<file path="src/rtl/zorro2_pkg.sv">
// Shared Zorro II definitions: bus-cycle state encoding, autoconfig word addresses
// and the idle (negated) level of the 68000-style strobes.
package zorro2_pkg;

  typedef enum logic [2:0] {
    ST_IDLE,
    ST_T1,
    ST_T2,
    ST_WAIT,
    ST_LATCH,
    ST_NEG,
    ST_HOLD
  } bus_state_t;

  localparam logic STROBE_IDLE = 1'b1;

  // Autoconfig space at byte 0xE80000; register offsets are word offsets from it
  localparam logic [22:0] AC_BASE_W    = 23'h74_0000;
  localparam logic [7:0]  AC_CONFIG_W  = 8'h24;
  localparam logic [7:0]  AC_SHUTUP_W  = 8'h26;

  function automatic logic [22:0] ac_addr(input logic [7:0] word_ofs);
    return AC_BASE_W + {15'd0, word_ofs};
  endfunction

endpackage

</file>
<file path="src/rtl/zorro2_sync.sv">
// Flop-chain synchroniser for an active-low asynchronous bus response; resets to
// the negated level so a reset never looks like a slave response.
module zorro2_sync #(
  parameter int SYNC_STAGES = 2
) (
  input  logic CLK,
  input  logic RESET,
  input  logic d,
  output logic q
);

  localparam int STAGES = (SYNC_STAGES < 2) ? 2 : SYNC_STAGES;

  logic [STAGES-1:0] chain;

  always_ff @(posedge CLK or posedge RESET) begin
    if (RESET) chain <= '1;
    else       chain <= {chain[STAGES-2:0], d};
  end

  assign q = chain[STAGES-1];

endmodule

</file>
<file path="src/rtl/zorro2_bus_master.sv">
// Zorro II bus-cycle initiator: turns one local request into one 68000-style read
// or write cycle. Define WATCHDOG_EN to bound wait states with a TIMEOUT bus error.
module zorro2_bus_master
  import zorro2_pkg::*;
#(
  parameter int SYNC_STAGES = 2,
  parameter int TIMEOUT     = 64
) (
  input  logic        CLK,
  input  logic        RESET,
  input  logic        req,
  input  logic        req_rwn,
  input  logic [22:0] req_addr,
  input  logic        req_uds_n,
  input  logic        req_lds_n,
  input  logic [15:0] req_wdata,
  output logic        ack,
  output logic        err,
  output logic        timeout,
  output logic [15:0] rdata,
  output logic        busy,
  output logic [22:0] ADDR,
  output logic [15:0] DBUS_OUT,
  output logic        DBUS_OE,
  input  logic [15:0] DBUS_IN,
  output logic        ASn,
  output logic        UDSn,
  output logic        LDSn,
  output logic        RWn,
  input  logic        DTACKn,
  input  logic        BERRn
);

  bus_state_t state, state_next;
  logic dtack_s, berr_s;
  logic uds_q, lds_q, err_q;
  logic accept, illegal, as_on, ds_on, oe_on, strobes_off, capture, set_err, finish;

  zorro2_sync #(.SYNC_STAGES(SYNC_STAGES)) u_dtack_sync (
    .CLK(CLK), .RESET(RESET), .d(DTACKn), .q(dtack_s)
  );

  zorro2_sync #(.SYNC_STAGES(SYNC_STAGES)) u_berr_sync (
    .CLK(CLK), .RESET(RESET), .d(BERRn), .q(berr_s)
  );

`ifdef WATCHDOG_EN
  localparam int WD_W = $clog2(TIMEOUT + 1);
  logic [WD_W-1:0] wd_cnt;
  logic wd_clr, wd_inc, wd_fire, to_q;
`endif

  assign busy = (state != ST_IDLE);

  always_ff @(posedge CLK or posedge RESET) begin
    if (RESET) state <= ST_IDLE;
    else       state <= state_next;
  end

  always_comb begin
    state_next  = state;
    accept      = 1'b0;
    illegal     = 1'b0;
    as_on       = 1'b0;
    ds_on       = 1'b0;
    oe_on       = 1'b0;
    strobes_off = 1'b0;
    capture     = 1'b0;
    set_err     = 1'b0;
    finish      = 1'b0;
`ifdef WATCHDOG_EN
    wd_clr  = 1'b0;
    wd_inc  = 1'b0;
    wd_fire = 1'b0;
`endif
    case (state)
      ST_IDLE: begin
        if (req) begin
          if (req_uds_n && req_lds_n) begin
            illegal = 1'b1;
          end else begin
            accept     = 1'b1;
            state_next = ST_T1;
          end
        end
      end
      ST_T1: begin
        as_on      = 1'b1;
        ds_on      = RWn;
        oe_on      = !RWn;
        state_next = ST_T2;
      end
      ST_T2: begin
        // Writes hold the data strobes back one clock so data is stable first
        ds_on      = !RWn;
        state_next = ST_WAIT;
`ifdef WATCHDOG_EN
        wd_clr = 1'b1;
`endif
      end
      ST_WAIT: begin
        if (!berr_s) begin
          set_err    = 1'b1;
          state_next = ST_NEG;
        end else if (!dtack_s) begin
          state_next = ST_LATCH;
`ifdef WATCHDOG_EN
        end else if (wd_cnt == WD_W'(TIMEOUT - 1)) begin
          set_err    = 1'b1;
          wd_fire    = 1'b1;
          state_next = ST_NEG;
        end else begin
          wd_inc = 1'b1;
`endif
        end
      end
      ST_LATCH: begin
        capture     = RWn;
        strobes_off = 1'b1;
        state_next  = ST_HOLD;
      end
      ST_NEG: begin
        strobes_off = 1'b1;
        state_next  = ST_HOLD;
      end
      ST_HOLD: begin
        finish     = 1'b1;
        state_next = ST_IDLE;
      end
      default: state_next = ST_IDLE;
    endcase
  end

  // Bus-facing registers; ADDR/DBUS_OUT stay put through HOLD for slave hold time
  always_ff @(posedge CLK or posedge RESET) begin
    if (RESET) begin
      ASn      <= STROBE_IDLE;
      UDSn     <= STROBE_IDLE;
      LDSn     <= STROBE_IDLE;
      RWn      <= STROBE_IDLE;
      DBUS_OE  <= 1'b0;
      ADDR     <= '0;
      DBUS_OUT <= '0;
      rdata    <= '0;
      ack      <= 1'b0;
      err      <= 1'b0;
      uds_q    <= STROBE_IDLE;
      lds_q    <= STROBE_IDLE;
      err_q    <= 1'b0;
    end else begin
      ack <= illegal | finish;
      err <= illegal | (finish & err_q);
      if (accept) begin
        ADDR     <= req_addr;
        RWn      <= req_rwn;
        DBUS_OUT <= req_wdata;
        uds_q    <= req_uds_n;
        lds_q    <= req_lds_n;
        err_q    <= 1'b0;
      end else if (set_err) begin
        err_q <= 1'b1;
      end
      if (as_on) ASn <= 1'b0;
      if (ds_on) begin
        UDSn <= uds_q;
        LDSn <= lds_q;
      end
      if (strobes_off) begin
        ASn  <= STROBE_IDLE;
        UDSn <= STROBE_IDLE;
        LDSn <= STROBE_IDLE;
      end
      if (oe_on)   DBUS_OE <= 1'b1;
      if (capture) rdata   <= DBUS_IN;
      if (finish) begin
        RWn     <= STROBE_IDLE;
        DBUS_OE <= 1'b0;
      end
    end
  end

`ifdef WATCHDOG_EN
  always_ff @(posedge CLK or posedge RESET) begin
    if (RESET) begin
      wd_cnt  <= '0;
      to_q    <= 1'b0;
      timeout <= 1'b0;
    end else begin
      if (wd_clr)      wd_cnt <= '0;
      else if (wd_inc) wd_cnt <= wd_cnt + 1'b1;
      if (accept)       to_q <= 1'b0;
      else if (wd_fire) to_q <= 1'b1;
      timeout <= finish & to_q;
    end
  end
`else
  assign timeout = 1'b0;
`endif

endmodule

</file>
<file path="config.mk">
export PLATFORM = sky130hd
export DESIGN_NAME = zorro2_bus_master
export DESIGN_NICKNAME = d
export VERILOG_FILES = /design/src/rtl/zorro2_pkg.sv /design/src/rtl/zorro2_sync.sv /design/src/rtl/zorro2_bus_master.sv
export SDC_FILE = /design/constraint.sdc
export NUM_CORES = 1
export LEC_CHECK = 0
export ABC_CLOCK_PERIOD_IN_PS = 2510
export BUFFER_PORTS_ARGS = -buffer_cell sky130_fd_sc_hd__buf_2
export CAP_MARGIN = 20
export CELL_PAD_IN_SITES_DETAIL_PLACEMENT = 0
export CELL_PAD_IN_SITES_GLOBAL_PLACEMENT = 1
export CORE_UTILIZATION = 37
export DETAILED_ROUTE_END_ITERATION = 7
export PLACE_DENSITY_LB_ADDON = 0.1
export SLEW_MARGIN = 20
export SYNTH_ARGS = -nofsm -noshare
export SYNTH_HDL_FRONTEND = slang
export SYNTH_SLANG_ARGS = --single-unit
</file>
<file path="constraint.sdc">
create_clock -name CLK -period 2.51 [get_ports CLK]
set_input_delay 0.251 -clock CLK [delete_from_list [all_inputs] [get_ports CLK]]
set_output_delay 0.251 -clock CLK [all_outputs]
set_load 0.03 [all_outputs]
</file>
* After elaboration in Yosys (flattened, before gate mapping)
Index checks and enable logic that the tools add are counted.
Word-level totals: memory bits (writable) 0, bits in registers 72, ROM bits 0, output and inout bits 64, memories kept 0, bits in latches 0
Cells by class: mux-type cells 31, equal/unequal tests 9, $mul 0, divide/modulo/power cells 0, reductions and logical operators 11, add/sub/neg operators 0, shift operators 0, bitwise gates (word level) 3, $lt $le $gt $ge 0
Operators with widths (count):
- two-way mux 1 bit | 25
- one-hot mux 3 bit (5 select lines) | 1
- two-way mux 3 bit | 4
- nonzero test 2 bit | 5
- == test 3 bit (second input constant) | 3
- == test 3 x 2 -> 1 bit (second input constant) | 2
- != test 2 bit (second input constant) | 2
- == test 3 x 1 -> 1 bit (second input constant) | 1
- logical NOT 3 bit | 1
- != test 3 bit (second input constant) | 1
- AND reduction 3 bit | 1
- nonzero test 3 bit | 1
- bitwise OR 1 bit | 2
- one-hot mux 1 bit (2 select lines) | 1
- OR reduction 2 bit | 1
- AND 1 bit | 1
- logical AND 1 bit | 1
- logical NOT 1 bit | 1

* Logic depth before layout (Yosys ltp)
depth in word-level cells 6, mapped depth 7, mapped depth without buffers 3

* By module
Synthesis repeated with hierarchy kept, for this count alone.
Unflattened totals: cell total of the unflattened synthesis 196, area total of the unflattened synthesis 3021.6 um^2
By module, submodules not included:
- zorro2_bus_master | times used 1, area an instance 2909.0 um^2, cells an instance 190, sequential area each 1709.1 um^2
- zorro2_sync | times used 2, area an instance 56.3 um^2, cells an instance 3, sequential area each 52.6 um^2

* Worst setup path before layout
Ideal clock, no wire load.
kind flip-flop to flip-flop, from register state[0], to register ADDR[0], arrival 1817 ps, setup slack 568 ps, period minus slack after synthesis 1942 ps, cell stages (with the launch flop) 8, cell sequence dfrtp_1 buf_6 or4b_4 buf_6 nand2b_4 buf_6 buf_6 mux2_4
Between the ends: cells in the longest elaborated chain, start to end 2
Ends and longest elaborated chain:
- from (decl) | line zorro2_bus_master.sv:34 | bus_state_t state, state_next;
- from (signal assigned) | line zorro2_bus_master.sv:57 | else state <= state_next;
- logical NOT 3 bit | line zorro2_bus_master.sv:76 | case (state)
- two-way mux 1 bit | line zorro2_bus_master.sv:76
- to (signal assigned) | line zorro2_bus_master.sv:154 | ADDR <= req_addr;
- to (decl) | line zorro2_bus_master.sv:22 | output logic [22:0] ADDR,
No other way between the ends. A chain may end at the register's enable or synchronous reset.

* Final worst setup path
from register state[0], to register DBUS_OUT[5]
Between the ends: cells in the longest elaborated chain, start to end 2
Ends and longest elaborated chain:
- logical NOT 3 bit | line zorro2_bus_master.sv:76
- two-way mux 1 bit | line zorro2_bus_master.sv:76
- to (signal assigned) | line zorro2_bus_master.sv:156 | DBUS_OUT <= req_wdata;
- to (decl) | line zorro2_bus_master.sv:23 | output logic [15:0] DBUS_OUT,
No other way between the ends.

==> reports/metrics.cfg <==
[layout]
drive_above_1_share=0.651
syn_to_final_growth_pct=32.2
regArea_um2=1810
fin_area_um2=3990
n_antenna_cell=0
fill_cells=715
utilization=0.510
nets=390
multi_input_area_um2=1080

[yosys]
synth_compound_area_frac=0.0394
ys_types=35
ys_top_cells_by_area=dfrtp_1, mux2_4, dfstp_2
synth_edf_count=0
yosys.area_share.simple=0.0639
syn_avg_cell_area_um2=15.5
synthAdderAreaFrac=0
netlist_area_um2=3010
synth_ff_type=dfrtp_1
synth_top_family_by_area=multiplexers
synth_nets=258
synth_top_area_frac=0.515
synth_most_common_cell=dfrtp_1
yosys_register_bits=72
async_flop_share=1.00
yosysTopAreaCell=dfrtp_1
synth_mux_area_frac=0.253
synth_xor_area_frac=0
synthTopCellsByCount=dfrtp_1, mux2_4, mux2_2
synth_cells=195
yosysWarnings=0
seq_area_frac_synth=0.602

[floorplan]
core_area_um2=7810
placement_rows=32
die_y_um=92.3
initial_core_util=0.386
ios=127
die_w_um=92.3
dieArea_um2=8510

[clock_tree]
htree_levels=3
cts_tree=done
root_buffer=clkbuf_8
clock_latency_ns=0.34
path_clk_slew_ns=0.08
ctsResizeCount=0
clockBufferDepth=2
numCtsBuffers=9
clock-sinks=72

[sta]
min_period_ns=1.99
fin_skew_ns=0.0138
period_share=0.792
rsz0062_at_grt=no
hold_violations=0
final.setup.tns_ns=0
fmaxAchievable_mhz=503
drv_slew=0
setup_viol=0
worst_hold_slack_ns=0.143

[pwr]
ir_drop_mv=0.641
powerDensity_nw_per_um2=1470
leakage_nw=2.09

[critical_path]
path_cells=or4b_4, nand2b_4, buf_12, mux2_4
end_kind=register
path_delay_family=simple AND/OR/NAND/NOR gates
path_buf_inv=1
critPathMaxFanout=25
rrSetupSlack_ns=0.52
slowest_delay_ns=0.58
critical_path_class=register to register
crit_arrival_ns=2.20
critPathRequiredTime_ns=2.73
critPathSlowestCell=or4b_4
start_kind=register

[drt]
drt-met1-wl_mm=2.57
top_layer_used=met4
final_antenna_net_count=0
avgRoutedWirePerCell_um=13.6
drt-pass1-iter-count=4
drtIter0Drc=70
wirelength_mm=5.92
route.met3.wl_um=515
drc=0
via_per_inst=4.56
met2_length_mm=2.74
num_vias=1979

[global_route]
grt_pass1_vias=2018
grt_max_degree=73
grtUsageTotal=0.150
grt_pass1_wl_mm=9.74
globalRoute.totalOverflow=0
antenna_found_initial=0

[place]
portBuffers=125
dp_hpwl_mm=4.05
globalplace.congestion=0.703
post_dp_cell_area_um2=3730

[run]
drv_cap=0

[worst_hold_path]
hold_path_class=input pin to register

[outcome]
status=complete, no violations

==> worst reg2reg max path, stage by stage (launching register included) <==
cell      delay [ns]
dfrtp_1         0.39
or4b_4          0.58
nand2b_4        0.32
buf_12          0.27
mux2_4          0.33
==> routing by layer <==
layer  GRT usage  vias up
li1            -      937
met1       0.196      954
met2       0.222       79
met3      0.0556        9
met4      0.0638        0
met5           0        -
==> cell usage in the layout, fill, tap and decap left out, drive strengths merged, types with 2 or more instances in the layout <==
| cell type | Yosys | layout |
|---|---|---|
| nor3 | 4 | 4 |
| dfstp | 10 | 10 |
| nand2b | 2 | 2 |
| nand2 | 6 | 6 |
| buf | 10 | 131 |
| o21ai | 4 | 4 |
| inv | 4 | 5 |
| a211oi | 2 | 2 |
| nor2 | 9 | 9 |
| nand3 | 2 | 2 |
| clkbuf | 3 | 13 |
| a21oi | 3 | 3 |
| o22a | 2 | 2 |
| dfrtp | 62 | 62 |
| dlygate4sd3 | 0 | 3 |
| nor3b | 2 | 2 |
| mux2 | 55 | 55 |
| o32a | 2 | 2 |
==> logic make-up (layout without fill, tap and decap cells) <==
kind of cell | Yosys count | in the layout
AO/OA/AOI/OAI | 17 | 17
buffers and inverters | 17 | 154
flip-flops | 72 | 72
multiplexers | 55 | 55
other | 1 | 1
AND/OR/NAND/NOR | 33 | 33
==> per-stage QoR <==
| stage | power, mW | instances | setup slack, ns |
|---|---|---|---|
| after floorplan | 4.17 | 195 | 0.451 |
| after global placement | 4.89 | 415 | 0.549 |
| after detailed placement | 4.90 | 415 | 0.536 |
| after CTS | 5.94 | 433 | 0.512 |
| after global routing | 6.21 | 434 | 0.461 |
| final | 5.86 | 434 | 0.522 |
==> state kept, by name, indices dropped and copies added (netlist names), 2 cells and up <==
register and count:
rdata 16, u_dtack_sync.chain 2, u_berr_sync.chain 2, ADDR 23
state 3, DBUS_OUT 16
==> power by group <==
group	total, mW	switching, mW	internal (mW)
combinational	2.83	1.66	1.17
clock	1.00	0.429	0.572
sequential	2.03	0.287	1.74
==> area by class of cell <==
class / count / share of cell area
Clock inverter: 3 / 0.0116
Tap cell: 102 / 0.0320
Clock buffer: 13 / 0.0449
Sequential cell: 72 / 0.455
Timing Repair Buffer: 134 / 0.182
Multi-Input combinational cell: 106 / 0.270
Inverter: 4 / 0.00377
==> repair_timing <==
item / 4_1_cts / 5_1_grt
hold buffers: 2 / 1
setup buffers: 0 / 0
endpoints found under the hold margin: 17 / 1
==> worst paths after layout <==
path,from,to,cells after the start
setup / recovery,state[0],DBUS_OUT[5],4
hold / removal,DBUS_IN[10],rdata[10],2
setup reg to reg,state[0],DBUS_OUT[5],4
hold reg to reg,u_dtack_sync.chain[0],u_dtack_sync.chain[1],0
max in group asynchronous,RESET,ASn,4
min in group asynchronous,RESET,rdata[10],4
(Power assumes the default switching activity.)
